`src/rtl/pause_ctrl_v2.sv`:
```
// pause_ctrl_v2: merges pause sources, the toggle button and the OSD into one pause state, with optional
// vblank-aligned entry, single-frame advance and a staged RGB dim after an idle period.
// Ports:
//   i_clk_sys        core system clock
//   i_reset_n        synchronous reset, active-low
//   i_user_button    pause toggle, rising edge acts
//   i_step_button    frame advance, rising edge acts (only while paused)
//   i_pause_request  per-source pause requests; i_src_mask enables each source
//   i_options        [0] pause while OSD open, [1] dim enable, [2] align pause entry to vblank
//   i_osd_status     OSD open
//   i_hs/vs/hb/vb, i_r/g/b   video in
//   o_pause_cpu      CPU halt
//   o_dim_level      current dim shift, 0 = none
//   o_hs/vs/hb/vb    syncs delayed one cycle
//   o_rgb            {r,g,b} each shifted right by the dim level, one cycle latency
module pause_ctrl_v2 #(
    parameter int RW        = 8,
    parameter int GW        = 8,
    parameter int BW        = 8,
    parameter int CLKSPD    = 12,
    parameter int NSRC      = 4,
    parameter int DIM_MS    = 10000,
    parameter int FADE_MS   = 500,
    parameter int MAX_SHIFT = 3
) (
    input  logic                  i_clk_sys,
    input  logic                  i_reset_n,
    input  logic                  i_user_button,
    input  logic                  i_step_button,
    input  logic [NSRC-1:0]       i_pause_request,
    input  logic [NSRC-1:0]       i_src_mask,
    input  logic [2:0]            i_options,
    input  logic                  i_osd_status,
    input  logic                  i_hs,
    input  logic                  i_vs,
    input  logic                  i_hb,
    input  logic                  i_vb,
    input  logic [RW-1:0]         i_r,
    input  logic [GW-1:0]         i_g,
    input  logic [BW-1:0]         i_b,
    output logic                  o_pause_cpu,
    output logic [2:0]            o_dim_level,
    output logic                  o_hs,
    output logic                  o_vs,
    output logic                  o_hb,
    output logic                  o_vb,
    output logic [RW+GW+BW-1:0]   o_rgb
);
    localparam int PRE = CLKSPD * 1000;
    localparam int PW  = $clog2(PRE);

    typedef enum logic [1:0] {RUN, PEND, PAUSED, STEP} state_t;

    state_t              r_state;
    logic                r_pause;
    logic                r_toggle;
    logic                r_user_last;
    logic                r_step_last;
    logic                r_vb_last;
    logic [PW-1:0]       r_presc;
    logic [31:0]         r_ms;
    logic [31:0]         r_fade;
    logic [2:0]          r_dim;
    logic                r_hs, r_vs, r_hb, r_vb;
    logic [RW+GW+BW-1:0] r_rgb;

    logic w_user_rise, w_step_rise, w_vb_rise, w_req, w_dim_on, w_tick;

    assign w_user_rise = i_user_button & ~r_user_last;
    assign w_step_rise = i_step_button & ~r_step_last;
    assign w_vb_rise   = i_vb & ~r_vb_last;
    assign w_req       = r_toggle | (|(i_pause_request & i_src_mask)) | (i_osd_status & i_options[0]);
    assign w_dim_on    = (r_state == PAUSED) & i_options[1];
    assign w_tick      = w_dim_on & (r_presc == PW'(PRE - 1));

    always_ff @(posedge i_clk_sys) begin
        if (!i_reset_n) begin
            r_user_last <= 1'b0;
            r_step_last <= 1'b0;
            r_vb_last   <= 1'b0;
            r_toggle    <= 1'b0;
        end else begin
            r_user_last <= i_user_button;
            r_step_last <= i_step_button;
            r_vb_last   <= i_vb;
            r_toggle    <= r_toggle ^ w_user_rise;
        end
    end

    // Dropping the request always wins over vblank/step so the CPU never stays halted without a cause.
    always_ff @(posedge i_clk_sys) begin
        if (!i_reset_n) begin
            r_state <= RUN;
            r_pause <= 1'b0;
        end else begin
            case (r_state)
                RUN: begin
                    if (w_req) begin
                        r_state <= i_options[2] ? PEND : PAUSED;
                        r_pause <= ~i_options[2];
                    end
                end
                PEND, STEP: begin
                    if (!w_req) begin
                        r_state <= RUN;
                        r_pause <= 1'b0;
                    end else if (w_vb_rise) begin
                        r_state <= PAUSED;
                        r_pause <= 1'b1;
                    end
                end
                PAUSED: begin
                    if (!w_req) begin
                        r_state <= RUN;
                        r_pause <= 1'b0;
                    end else if (w_step_rise) begin
                        r_state <= STEP;
                        r_pause <= 1'b0;
                    end
                end
                default: begin
                    r_state <= RUN;
                    r_pause <= 1'b0;
                end
            endcase
        end
    end

    // Dim level steps on ms ticks: first step when the ms count reaches DIM_MS, then one per FADE_MS.
    always_ff @(posedge i_clk_sys) begin
        if (!i_reset_n || !w_dim_on) begin
            r_presc <= '0;
            r_ms    <= '0;
            r_fade  <= '0;
            r_dim   <= '0;
        end else begin
            r_presc <= w_tick ? '0 : r_presc + 1'b1;
            if (w_tick) begin
                r_ms <= (r_ms == '1) ? r_ms : r_ms + 32'd1;
                if (r_dim == 3'd0) begin
                    if (r_ms + 32'd1 == 32'(DIM_MS))
                        r_dim <= 3'd1;
                end else if (r_dim < 3'(MAX_SHIFT)) begin
                    if (r_fade == 32'(FADE_MS - 1)) begin
                        r_dim  <= r_dim + 3'd1;
                        r_fade <= '0;
                    end else begin
                        r_fade <= r_fade + 32'd1;
                    end
                end
            end
        end
    end

    always_ff @(posedge i_clk_sys) begin
        if (!i_reset_n) begin
            r_hs  <= 1'b0;
            r_vs  <= 1'b0;
            r_hb  <= 1'b0;
            r_vb  <= 1'b0;
            r_rgb <= '0;
        end else begin
            r_hs  <= i_hs;
            r_vs  <= i_vs;
            r_hb  <= i_hb;
            r_vb  <= i_vb;
            r_rgb <= {i_r >> r_dim, i_g >> r_dim, i_b >> r_dim};
        end
    end

    assign o_pause_cpu = r_pause;
    assign o_dim_level = r_dim;
    assign o_hs        = r_hs;
    assign o_vs        = r_vs;
    assign o_hb        = r_hb;
    assign o_vb        = r_vb;
    assign o_rgb       = r_rgb;
endmodule

```
`config.mk`:
```
export PLATFORM = sky130hd
export DESIGN_NAME = pause_ctrl_v2
export DESIGN_NICKNAME = d
export VERILOG_FILES = /design/src/rtl/pause_ctrl_v2.sv
export SDC_FILE = /design/constraint.sdc
export NUM_CORES = 1
export LEC_CHECK = 0
export ABC_AREA = 1
export BUFFER_PORTS_ARGS = -buffer_cell sky130_fd_sc_hd__buf_2
export CAP_MARGIN = 5
export CORE_MARGIN = 2
export CORE_UTILIZATION = 45
export CTS_CLUSTER_SIZE = 30
export DETAILED_ROUTE_END_ITERATION = 8
export GPL_ROUTABILITY_DRIVEN = 0
export PLACE_DENSITY = 0.68
export REMOVE_ABC_BUFFERS = 1
export SETUP_SLACK_MARGIN = 0.3
export SLEW_MARGIN = 25
export SYNTH_ARGS = -nofsm -noshare
export SYNTH_HDL_FRONTEND = slang
export SYNTH_SLANG_ARGS = --single-unit
```
`constraint.sdc`:
```
create_clock -name i_clk_sys -period 2.95 [get_ports i_clk_sys]
set_input_delay 0.4425 -clock i_clk_sys [delete_from_list [all_inputs] [get_ports i_clk_sys]]
set_output_delay 0.4425 -clock i_clk_sys [all_outputs]
set_load 0.03 [all_outputs]
```
==> summary.md <==
| Metric | Value |
|---|---|
| CP required | `3.30 ns` |
| Tmin final | `2.22 ns` |
| Pwr per Cell Area | `518 nW/um2` |
| Via count | `7,034` |
| Cell count after synthesis | `1,066` |
| Pre-antenna DRT Iters | `5` |
| Largest net degree at the start of global routing | `35` |
| Synth top area share | `33.7%` |
| Sequential area share after synthesis | `33.7%` |
| Min-Delay Path Depth | `3` |
| Synthesized area per cell | `6.41 um2` |
| Dpl hpwl | `12,800 um` |
| Arrival @ worst endpoint | `2.57 ns` |
| GRT Util Overall | `22.7%` |
| Kind of critical path | `reg2reg` |
| Max-slew headroom | `49.4%` |
| DIE AREA | `16,200 um2` |
| Clock Latency Late Sink | `0.42 ns` |
| Yosys warnings | `0` |
| # rows | `45` |
| Number of global-route vias before repair | `6,425` |
| Crit end category | `flop` |
| H-tree levels | `4` |
| WL/cell | `13.1 um` |
| Outcome | `completed` |
| PostCTS Resize Cnt | `0` |
| Top post-synthesis cells by area | `dfxtp_1, nand2_1, nor2_1, inv_1, a21oi_1` |
| Tcrit/Tclk final | `75.4%` |
| Cell variety after synth | `41` |
| Initial core utilization | `45.4%` |
| Antenna cells | `0` |
| Fill cell count | `1,498` |
| Fin Setup TNS | `0 ns` |
| Endpoints failing hold | `0` |
| Clock tree buffer depth | `2` |
| Synthesis-to-finish area growth | `17.2%` |
| Multi-input gate area | `3980 um2` |
| Nets | `1,187` |
| TritonCTS clock tree | `done` |
| FF+latch area | `2300 um2` |
| Root Buffer | `clkbuf_16` |
| Peak VDD IR | `390 uV` |
| Layout cells sized above 1 | `13.2%` |
| GRT overflow | `0` |
| Top Ports | `76` |
| WL final | `17,500 um` |
| Chip Height | `127 um` |
| Total CTS buffers | `17` |
| Final setup viols | `0` |
| Leakage | `3.32 nW` |
| FF-to-FF path depth | `9` |
| # clock sinks | `115` |
| Max-slew violations | `0` |
| HP Start | `i_hs` |
| Initial antenna violation count | `0` |
| Post-CTS Setup Bufs | `0` |
| RR Endpoint | `r_ms[3]$_SDFFE_PP0P_` |
| First-pass GRT wire length | `29,900 um` |
| Flop2flop setup slack | `0.73 ns` |
| Worst-Margin Slew | `0.757 ns` |
| Fmax | `450 MHz` |
| # DRC | `0` |
| PnR worst setup slack | `0.726 ns` |
| Hold endpoint | `o_hs$_SDFF_PN0_` |
| FF-to-FF Start | `r_presc[0]$_SDFF_PP0_` |
| Hold/Removal Path Class | `in2reg` |
| Critical Path Start Type | `flop` |
| Biggest area consumer among synthesized cells | `dfxtp_1` |
| Synthesized flop and latch total | `115` |
| Die W | `127 um` |
| Post-route ant nets | `0` |
| Hold Buf Count CTS | `0` |
| CTS clk-pin slew, worst paths | `0.05 ns` |
| Maxcap violations | `0` |
| Post-DR vias/cell | `5.26` |
| Number of port buffers | `75` |
| Cell Area, Synth | `6830 um2` |
| RSZ-0062 raised after global routing | `no` |
| DP Worst Slack | `0.703 ns` |
| Core ar. | `15,000 um2` |
| DR iter-0 viols | `638` |
| Skew final | `0.00667 ns` |
| Crit Path Max Fanout | `34` |
## cells by family after synthesis
logic type	synth area share, %
buffers and inverters	8.02
and+or+nand+nor	39.9
muxes	1.17
adders and majority gates	1.10
AOI/OAI and AO/OA	12.6
xor gates and xnor gates	3.46
DFF	33.7
## sequential cells by signal (all words and copies together), names as in the netlist, 2 cells and up
| signal | count |
|---|---|
| o_dim_level | 3 |
| r_ms | 32 |
| r_fade | 32 |
| r_presc | 14 |
| o_rgb | 24 |
| r_state | 2 |
## cells in the final DEF, fill, tap and decap left out, types with 3 or more instances in the layout
cell type / n
a211oi_1: 6
a21oi_1: 64
a22o_1: 6
a31oi_1: 12
buf_2: 75
buf_4: 9
bufinv_16: 4
clkbuf_1: 3
clkbuf_16: 17
clkbuf_8: 3
clkinv_1: 3
clkinv_2: 3
dfxtp_1: 115
ha_1: 6
inv_1: 103
inv_2: 4
mux2i_1: 8
nand2_1: 273
nand2_2: 13
nand2_4: 3
nand3_1: 44
nand3b_1: 11
nand4_1: 18
nor2_1: 180
nor2_2: 3
nor2_4: 6
nor3_1: 30
nor3b_1: 5
nor4_1: 19
o21a_1: 3
o21ai_0: 48
o22ai_1: 9
or2_2: 3
xnor2_1: 5
xor2_1: 22
## Yosys cell counts
| library cell | instances |
|---|---|
| nor2_4 | 6 |
| inv_2 | 4 |
| clkbuf_1 | 17 |
| o22ai_1 | 9 |
| buf_4 | 1 |
| nor2_2 | 2 |
| nor4_1 | 19 |
| nor4_2 | 1 |
| clkinv_1 | 3 |
| a22o_1 | 6 |
| a211oi_2 | 1 |
| o32ai_1 | 2 |
| nand3b_1 | 11 |
| a211oi_1 | 6 |
| mux2i_1 | 8 |
| nor3_1 | 30 |
| buf_2 | 9 |
| nor4b_2 | 1 |
| nor4b_1 | 1 |
| nand3_2 | 1 |
| nand2_1 | 273 |
| nor3b_1 | 5 |
| nand2_2 | 13 |
| dfxtp_1 | 115 |
| inv_1 | 103 |
| o21ai_0 | 48 |
| nor2_1 | 181 |
| nand3_1 | 44 |
| nand2_4 | 3 |
| nand4_1 | 18 |
| buf_1 | 5 |
| or2_2 | 3 |
| o21ai_1 | 2 |
| xor2_1 | 22 |
| a21oi_1 | 64 |
| o21a_1 | 3 |
| a31oi_1 | 12 |
| o21ai_2 | 1 |
| ha_1 | 6 |
| xnor2_1 | 5 |
| nor2_8 | 2 |
## critical path: stages (launching register included)
cell and delay [ns]:
dfxtp_1 0.36, ha_1 0.19, nand2_1 0.07, nor2_1 0.14
inv_1 0.11, nor4_2 0.37, nand2_1 0.14, inv_2 0.45
o21ai_0 0.19, a21oi_1 0.14
## routing by layer
metal	global-route usage [%]	wire length [um]
met5	0	0
met4	10.0	333
met3	4.44	1030
met2	36.7	7940
met1	29.7	8220
## report_power, final
part	internal [W]	switching (W)
combinational	0.000106	0.000223
sequential	0.00160	0.0000190
clock	0.00148	0.000725
## worst max-delay path by stage
stage | from | endpoint | slack [ns] | cells after the start
after global routing | r_presc[0]$_SDFF_PP0_ | r_ms[21]$_SDFFE_PP0P_ | 0.38 | 9
after floorplan | o_dim_level[0]$_SDFFE_PP0P_ | r_fade[1]$_SDFFE_PP0P_ | -0.41 | 9
final | r_presc[0]$_SDFF_PP0_ | r_ms[3]$_SDFFE_PP0P_ | 0.73 | 9
after detailed placement | r_presc[0]$_SDFF_PP0_ | r_ms[24]$_SDFFE_PP0P_ | 0.70 | 9
after global placement | r_ms[1]$_SDFFE_PP0P_ | o_dim_level[0]$_SDFFE_PP0P_ | 0.77 | 16
after CTS | r_presc[0]$_SDFF_PP0_ | r_ms[24]$_SDFFE_PP0P_ | 0.70 | 9
## through the flow
step / instance area [um2] / power (W) / util (%) / hold slack (ns) / cells
3_3_place_gp: 7370 / 0.00198 / 49.1 / 0.434 / 1306
6_report: 8000 / 0.00415 / 53.2 / 0.210 / 1338
3_5_place_dp: 7370 / 0.00198 / 49.1 / 0.449 / 1306
4_1_cts: 8000 / 0.00419 / 53.2 / 0.196 / 1338
5_1_grt: 8000 / 0.00429 / 53.2 / 0.218 / 1338
2_1_floorplan: 6690 / 0.00186 / - / 0.418 / 1034
## area by class of cell
type | instances | area share, %
Clock buffer | 23 | 5.97
Clock inverter | 9 | 1.89
Inverter | 110 | 5.16
Multi-Input combinational cell | 809 | 49.7
Sequential cell | 115 | 28.8
Tap cell | 188 | 2.94
Timing Repair Buffer | 84 | 5.53
Note: power is estimated with default switching activity, not from simulation.
